--- src/rtl/ioport_sequencer.sv ---
// ioport_sequencer: turns Hack CPU I/O requests into one-cycle latch strobes and runs a GPIO pulse-train engine.
// Optional feature macro IOPORT_PULSE_IRQ_EN adds the pulseDone natural-completion pulse.
module ioport_sequencer #(
  parameter int HALF_PERIOD = 8000,
  parameter int CNT_W       = 15
) (
  input  logic        CLK,
  input  logic        RST,
  input  logic        cpuReq,
  input  logic        cpuWe,
  input  logic [1:0]  cpuAddr,
  input  logic [15:0] cpuWrData,
  output logic [15:0] cpuRdData,
  output logic        cpuAck,
  output logic        portData,
  output logic        ledLoad,
  output logic        gpioDir,
  output logic        gpioLoad,
  input  logic        gpioIn,
`ifdef IOPORT_PULSE_IRQ_EN
  output logic        pulseDone,
`endif
  output logic        busy
);

  localparam logic [1:0] S_IDLE = 2'd0;
  localparam logic [1:0] S_DIR  = 2'd1;
  localparam logic [1:0] S_HIGH = 2'd2;
  localparam logic [1:0] S_LOW  = 2'd3;
  localparam int TW = $clog2(HALF_PERIOD);
  localparam logic [TW-1:0] T_LOAD = TW'(HALF_PERIOD - 1);

  logic             r_ack;
  logic [15:0]      r_rd_data;
  logic             r_cmd_pend;
  logic [CNT_W-1:0] r_cmd_cnt;
  logic             r_port_data;
  logic             r_led_load;
  logic             r_gpio_dir;
  logic             r_gpio_load;
  logic             r_sh_led;
  logic             r_sh_dir;
  logic             r_sync1;
  logic             r_sync2;
  logic [1:0]       r_state;
  logic [CNT_W-1:0] r_count;
  logic [TW-1:0]    r_timer;

  logic             w_accept;
  logic             w_cpu_strobe;
  logic             w_cpu_abort;
  logic             w_cmd_start;
  logic             w_cmd_stop;
  logic             w_busy;
  logic             w_unused_wr;
  logic [14:0]      w_cnt_ext;
  logic [15:0]      w_rd_mux;
  logic             w_eng_due;
  logic             w_eng_val;
  logic [1:0]       w_nxt_state;
  logic [CNT_W-1:0] w_nxt_count;
  logic [TW-1:0]    w_nxt_timer;

  // A request is only taken while no ack is out, so ACK always returns to IDLE.
  assign w_accept     = cpuReq & ~r_ack;
  assign w_cpu_strobe = w_accept & cpuWe & (cpuAddr != 2'd3);
  assign w_cpu_abort  = w_accept & cpuWe & (cpuAddr == 2'd2) & w_busy;
  // Pulse commands act in the ack cycle, where no CPU strobe can compete.
  assign w_cmd_start  = r_cmd_pend & (r_cmd_cnt != '0);
  assign w_cmd_stop   = r_cmd_pend & (r_cmd_cnt == '0) & w_busy;
  assign w_busy       = (r_state != S_IDLE);
  assign w_cnt_ext    = 15'(r_count);
  assign w_unused_wr  = ^cpuWrData[15:CNT_W];

  assign cpuAck    = r_ack;
  assign cpuRdData = r_rd_data;
  assign portData  = r_port_data;
  assign ledLoad   = r_led_load;
  assign gpioDir   = r_gpio_dir;
  assign gpioLoad  = r_gpio_load;
  assign busy      = w_busy;

  always_comb begin
    w_rd_mux = 16'h0000;
    case (cpuAddr)
      2'd0:    w_rd_mux = {15'd0, r_sh_led};
      2'd1:    w_rd_mux = {15'd0, r_sh_dir};
      2'd2:    w_rd_mux = {15'd0, r_sync2};
      2'd3:    w_rd_mux = {w_busy, w_cnt_ext};
      default: w_rd_mux = 16'h0000;
    endcase
  end

  always_comb begin
    w_eng_due   = 1'b0;
    w_eng_val   = 1'b0;
    w_nxt_state = r_state;
    w_nxt_count = r_count;
    w_nxt_timer = r_timer;
    case (r_state)
      S_IDLE: w_nxt_state = S_IDLE;
      S_DIR: begin
        w_eng_due   = 1'b1;
        w_eng_val   = 1'b1;
        w_nxt_state = S_HIGH;
        w_nxt_timer = T_LOAD;
      end
      S_HIGH: begin
        if (r_timer == '0) begin
          w_eng_due   = 1'b1;
          w_nxt_state = S_LOW;
          w_nxt_timer = T_LOAD;
        end else begin
          w_nxt_timer = r_timer - TW'(1'b1);
        end
      end
      S_LOW: begin
        if (r_timer == '0) begin
          if (r_count > CNT_W'(1'b1)) begin
            w_eng_due   = 1'b1;
            w_eng_val   = 1'b1;
            w_nxt_state = S_HIGH;
            w_nxt_count = r_count - CNT_W'(1'b1);
            w_nxt_timer = T_LOAD;
          end else begin
            w_nxt_state = S_IDLE;
            w_nxt_count = '0;
          end
        end else begin
          w_nxt_timer = r_timer - TW'(1'b1);
        end
      end
      default: w_nxt_state = S_IDLE;
    endcase
  end

  always_ff @(posedge CLK) begin
    if (RST) begin
      r_sync1 <= 1'b0;
      r_sync2 <= 1'b0;
    end else begin
      r_sync1 <= gpioIn;
      r_sync2 <= r_sync1;
    end
  end

  always_ff @(posedge CLK) begin
    if (RST) begin
      r_ack      <= 1'b0;
      r_rd_data  <= 16'h0000;
      r_cmd_pend <= 1'b0;
      r_cmd_cnt  <= '0;
    end else begin
      r_ack      <= w_accept;
      r_rd_data  <= (w_accept & ~cpuWe) ? w_rd_mux : 16'h0000;
      r_cmd_pend <= w_accept & cpuWe & (cpuAddr == 2'd3);
      r_cmd_cnt  <= cpuWrData[CNT_W-1:0];
    end
  end

  // CPU strobes win; an engine strobe due in the same cycle is simply not issued yet.
  always_ff @(posedge CLK) begin
    if (RST) begin
      r_led_load  <= 1'b0;
      r_gpio_dir  <= 1'b0;
      r_gpio_load <= 1'b0;
      r_port_data <= 1'b0;
      r_sh_led    <= 1'b0;
      r_sh_dir    <= 1'b0;
    end else begin
      r_led_load  <= 1'b0;
      r_gpio_dir  <= 1'b0;
      r_gpio_load <= 1'b0;
      r_port_data <= 1'b0;
      if (w_cpu_strobe) begin
        r_port_data <= cpuWrData[0];
        case (cpuAddr)
          2'd0: begin
            r_led_load <= 1'b1;
            r_sh_led   <= cpuWrData[0];
          end
          2'd1: begin
            r_gpio_dir <= 1'b1;
            r_sh_dir   <= cpuWrData[0];
          end
          default: r_gpio_load <= 1'b1;
        endcase
      end else if (w_cmd_start) begin
        r_gpio_dir  <= 1'b1;
        r_port_data <= 1'b1;
        r_sh_dir    <= 1'b1;
      end else if (w_cmd_stop) begin
        r_gpio_load <= 1'b1;
      end else if (w_eng_due) begin
        r_gpio_load <= 1'b1;
        r_port_data <= w_eng_val;
      end
    end
  end

  // Engine state holds entirely while its due strobe is blocked, so its timer restarts on issue.
  always_ff @(posedge CLK) begin
    if (RST) begin
      r_state <= S_IDLE;
      r_count <= '0;
      r_timer <= '0;
    end else if (w_cpu_abort || w_cmd_stop) begin
      r_state <= S_IDLE;
      r_count <= '0;
      r_timer <= '0;
    end else if (w_cmd_start) begin
      r_state <= S_DIR;
      r_count <= r_cmd_cnt;
      r_timer <= '0;
    end else if (!(w_eng_due && w_cpu_strobe)) begin
      r_state <= w_nxt_state;
      r_count <= w_nxt_count;
      r_timer <= w_nxt_timer;
    end
  end

`ifdef IOPORT_PULSE_IRQ_EN
  logic r_done;
  assign pulseDone = r_done;

  always_ff @(posedge CLK) begin
    if (RST) begin
      r_done <= 1'b0;
    end else begin
      r_done <= (r_state == S_LOW) & (r_timer == '0) & (r_count == CNT_W'(1'b1))
                & ~w_cpu_abort & ~r_cmd_pend;
    end
  end
`endif

endmodule

--- config.mk ---
export PLATFORM = sky130hd
export DESIGN_NAME = ioport_sequencer
export DESIGN_NICKNAME = d
export VERILOG_FILES = /design/src/rtl/ioport_sequencer.sv
export SDC_FILE = /design/constraint.sdc
export NUM_CORES = 1
export LEC_CHECK = 0
export BUFFER_PORTS_ARGS = -buffer_cell sky130_fd_sc_hd__buf_2
export CORE_ASPECT_RATIO = 0.9
export CORE_MARGIN = 3
export CORE_UTILIZATION = 51
export CTS_CLUSTER_DIAMETER = 150
export CTS_CLUSTER_SIZE = 16
export DETAILED_ROUTE_END_ITERATION = 10
export PLACE_DENSITY_LB_ADDON = 0.05
export SYNTH_ARGS = -nofsm -noshare
export SYNTH_HDL_FRONTEND = slang
export SYNTH_SLANG_ARGS = --single-unit
--- constraint.sdc ---
create_clock -name CLK -period 2.17 [get_ports CLK]
set_input_delay 0.217 -clock CLK [delete_from_list [all_inputs] [get_ports CLK]]
set_output_delay 0.217 -clock CLK [all_outputs]
set_load 0.01 [all_outputs]
==> flow_summary_export.csv <==
group,metric,value,unit
route,routedWlPerCell,15.7,um
clocking,cts_buffers,9,
clocking,cts_tree,"yes",
global_routing,grt_antenna_before_repair,0,
setup_path,critPathKind,"reg2reg",
sta,finalSetupViolations,20,
outcome,violations,"setup timing",
sta,slew_headroom,68.9,%
power,pwr_density_cell,656,mW/mm2
sta,fin_ws,-0.122,ns
sta,fmax,436,MHz
placement,hpwl,6.06,mm
route,ant_nets,0,
sta,hold_viol,0,
setup_path,path_max_fanout,4,
setup_path,r2r_slack,-0.12,ns
floorplanning,die_y,82.0,um
setup_path,r2r-end,"r_count[4]",
placement,place_congestion,0.972,
final_layout,syn_to_final_growth,41.4,%
placement,io_buffers,43,
clocking,clk_latency,0.35,ns
route,dr.pass1.iters,5,
yosys,ys_types,63,
global_routing,grt_max_degree,27,
yosys,avgSynthCellArea,8.99,um2
yosys,synth_area_leaders,"dfxtp_1, a21oi_1, nor2_1",
yosys,syn_area,0.00327,mm2
floorplanning,num_rows,27,
setup_path,crit_end,"r_count[4]",
global_routing,grt_use_total,23.1,%
sta,drv_slew,0,
sta,holdWs,0.0704,ns
yosys,syn_inst,364,
sta,fin_crit,2.29,ns
floorplanning,die_w,90.4,um
clocking,clk_pin_slew,0.08,ns
yosys,synth_flop_cell,"dfxtp_1",
yosys,synthArstFlopShare,0,%
setup_path,cp-end-kind,"flip-flop",
hold_path,hp-class,"in2reg",
floorplanning,initial_core_util,52.9,%
yosys,yosys_warnings,0,
final_layout,diodes,0,
flow_run,cap_violations,0,
setup_path,critPathArrivalTime,2.56,ns
global_routing,grt_pass1_vias,2818,
final_layout,fin_area,0.00462,mm2
setup_path,crit_required,2.44,ns
yosys,synth_edf_count,0,
setup_path,crit_start,"r_timer[1]",
floorplanning,core_area,0.00618,mm2
clocking,htreeDepth,3,
power,ir_worst_vdd,560,uV
clocking,clk_path_buf_depth,2,
sta,fin_crit_sh,106,%
floorplanning,io_pins,45,
outcome,status,"finished, violations left",
route,drc,0,
route,drtIter0Drc,200,
sta,rsz0062_at_grt,"yes",
sta,clock_skew,0.00792,ns
power,p_leak,1.89,nW
clocking,cts_sinks,71,
route,vias,3184,
yosys,netlist.area_leader.share,43.5,%
clocking,clockRootBuffer,"clkbuf_8",
yosys,synth_most_common_cell,"dfxtp_1",
floorplanning,die_area,0.00741,mm2
setup_path,reg2reg_from,"r_timer[1]",
final_layout,drive_above_1_share,41.9,%
global_routing,grt_overflow,0,
sta,worstMarginPinSlew,0.467,ns
yosys,synthesis.nets,394,
yosys,ys_ff_latch,71,
placement,placed_cell_area,0.00403,mm2
route,via_per_inst,5.69,
final_layout,fin_nets,499,
route,drt_wl_total,8.78,mm
global_routing,grt_pass1_wl,13.5,mm
setup_path,r2r_cells,8,
yosys,synth_top_area_cell,"dfxtp_1",
setup_path,worst_setup_path_start_kind,"flip-flop",
yosys,ys_seq_area_share,43.5,%
yosys,synth_common_cells,"dfxtp_1, nor2_1, a21oi_1",
==> layer usage <==
layer / GRT usage, % / wire, um
met1: 30.6 / 3920
met2: 35.6 / 4020
met3: 5.86 / 627
met4: 11.3 / 218
met5: 0 / 0
==> worst min path at each step <==
stage               cells after the start       endpoint         start
floorplan                               1  r_cmd_cnt[14]           RST
global placement                        2   r_cmd_cnt[5]  cpuWrData[5]
detailed placement                      2   r_cmd_cnt[5]  cpuWrData[5]
CTS                                     2   r_cmd_cnt[1]  cpuWrData[1]
global route                            2   r_cmd_cnt[6]  cpuWrData[6]
finish                                  2   r_cmd_cnt[1]  cpuWrData[1]
==> area by class of cell <==
| type | count | area, um2 |
|---|---|---|
| repair buffers | 109 | 764 |
| multi-input cells | 268 | 2050 |
| clock inverters | 5 | 106 |
| inverters | 10 | 37.5 |
| clock buffers | 10 | 138 |
| flip-flops and latches | 71 | 1420 |
| well taps | 87 | 109 |
| fillers | 487 | 1560 |
==> critical path, cell delays in order (launching register included) <==
cell and delay (ns):
dfxtp_2 0.33, inv_2 0.06, ha_4 0.13, or3b_4 0.40
nor4b_4 0.24, nand4_1 0.19, buf_6 0.17, or4_1 0.48
a31oi_1 0.21
==> repair_timing <==
action | 4_1_cts | 5_1_grt
hold buffers | 0 | 0
pin swaps | 8 | 28
setup endpoints to repair | 33 | 33
setup buffers | 1 | 4
gates cloned | 1 | 0
resized for setup | 31 | 46
==> flip-flops by register name (all words and copies together), names as in the netlist, 2 cells and up <==
| signal | flops |
|---|---|
| r_timer | 13 |
| r_cmd_cnt | 15 |
| r_state | 2 |
| r_count | 15 |
| cpuRdData | 16 |
==> metrics by stage <==
stage / worst slack, ns / setup TNS, ns / total power, W / cells / util [%]
finish: -0.122 / -0.957 / 0.00304 / 560 / 74.8
global route: -0.209 / -4.06 / 0.00315 / 560 / 74.8
CTS: -0.0992 / -0.722 / 0.00303 / 556 / 71.2
detailed placement: -0.135 / -2.69 / 0.00172 / 539 / 65.1
global placement: -0.112 / -1.32 / 0.00172 / 539 / 65.1
floorplan: -0.0611 / -0.530 / 0.00159 / 364 / -
==> layout by cell type (no fill, tap or decap), types with 3 or more instances in the layout <==
cell type   n
or4_4       5
a21oi_1    15
buf_6      11
nor4_1      5
buf_2      43
a311oi_1    6
xnor2_1     3
o21a_1      3
nor2b_1    16
a211oi_2    3
nand3_1     6
buf_4      54
nor2_2      3
o21ai_0     9
or3_1       8
nand2b_1    6
bufinv_16   3
a221oi_2    4
o21ai_2     3
a31oi_1     5
nor3_2      3
a211oi_1    4
o21ai_4     3
inv_1       8
o21ai_1     3
o211ai_1    4
or4_1       3
ha_1        6
nand2_2     3
clkbuf_8   10
a21oi_2    12
nor2_1     28
nor3_1     13
nor2_4      3
dfxtp_1    69
nand2_1    22
and2_1     13
==> power breakdown <==
part	internal, W	switching, W
registers	0.00133	0.0000209
logic	0.000176	0.000215
clock network	0.000790	0.000500
total	0.00230	0.000736
==> cell families after synthesis <==
| kind of cell | after synthesis | share of synthesized area [%] |
|---|---|---|
| buf+inv | 25 | 3.67 |
| mux | 3 | 1.30 |
| flops | 71 | 43.5 |
| compound gates | 97 | 20.9 |
| simple gates | 158 | 27.2 |
| xor+xnor | 3 | 0.804 |
| fa+ha+maj | 7 | 2.68 |
Note: power is estimated with default switching activity, not from simulation.
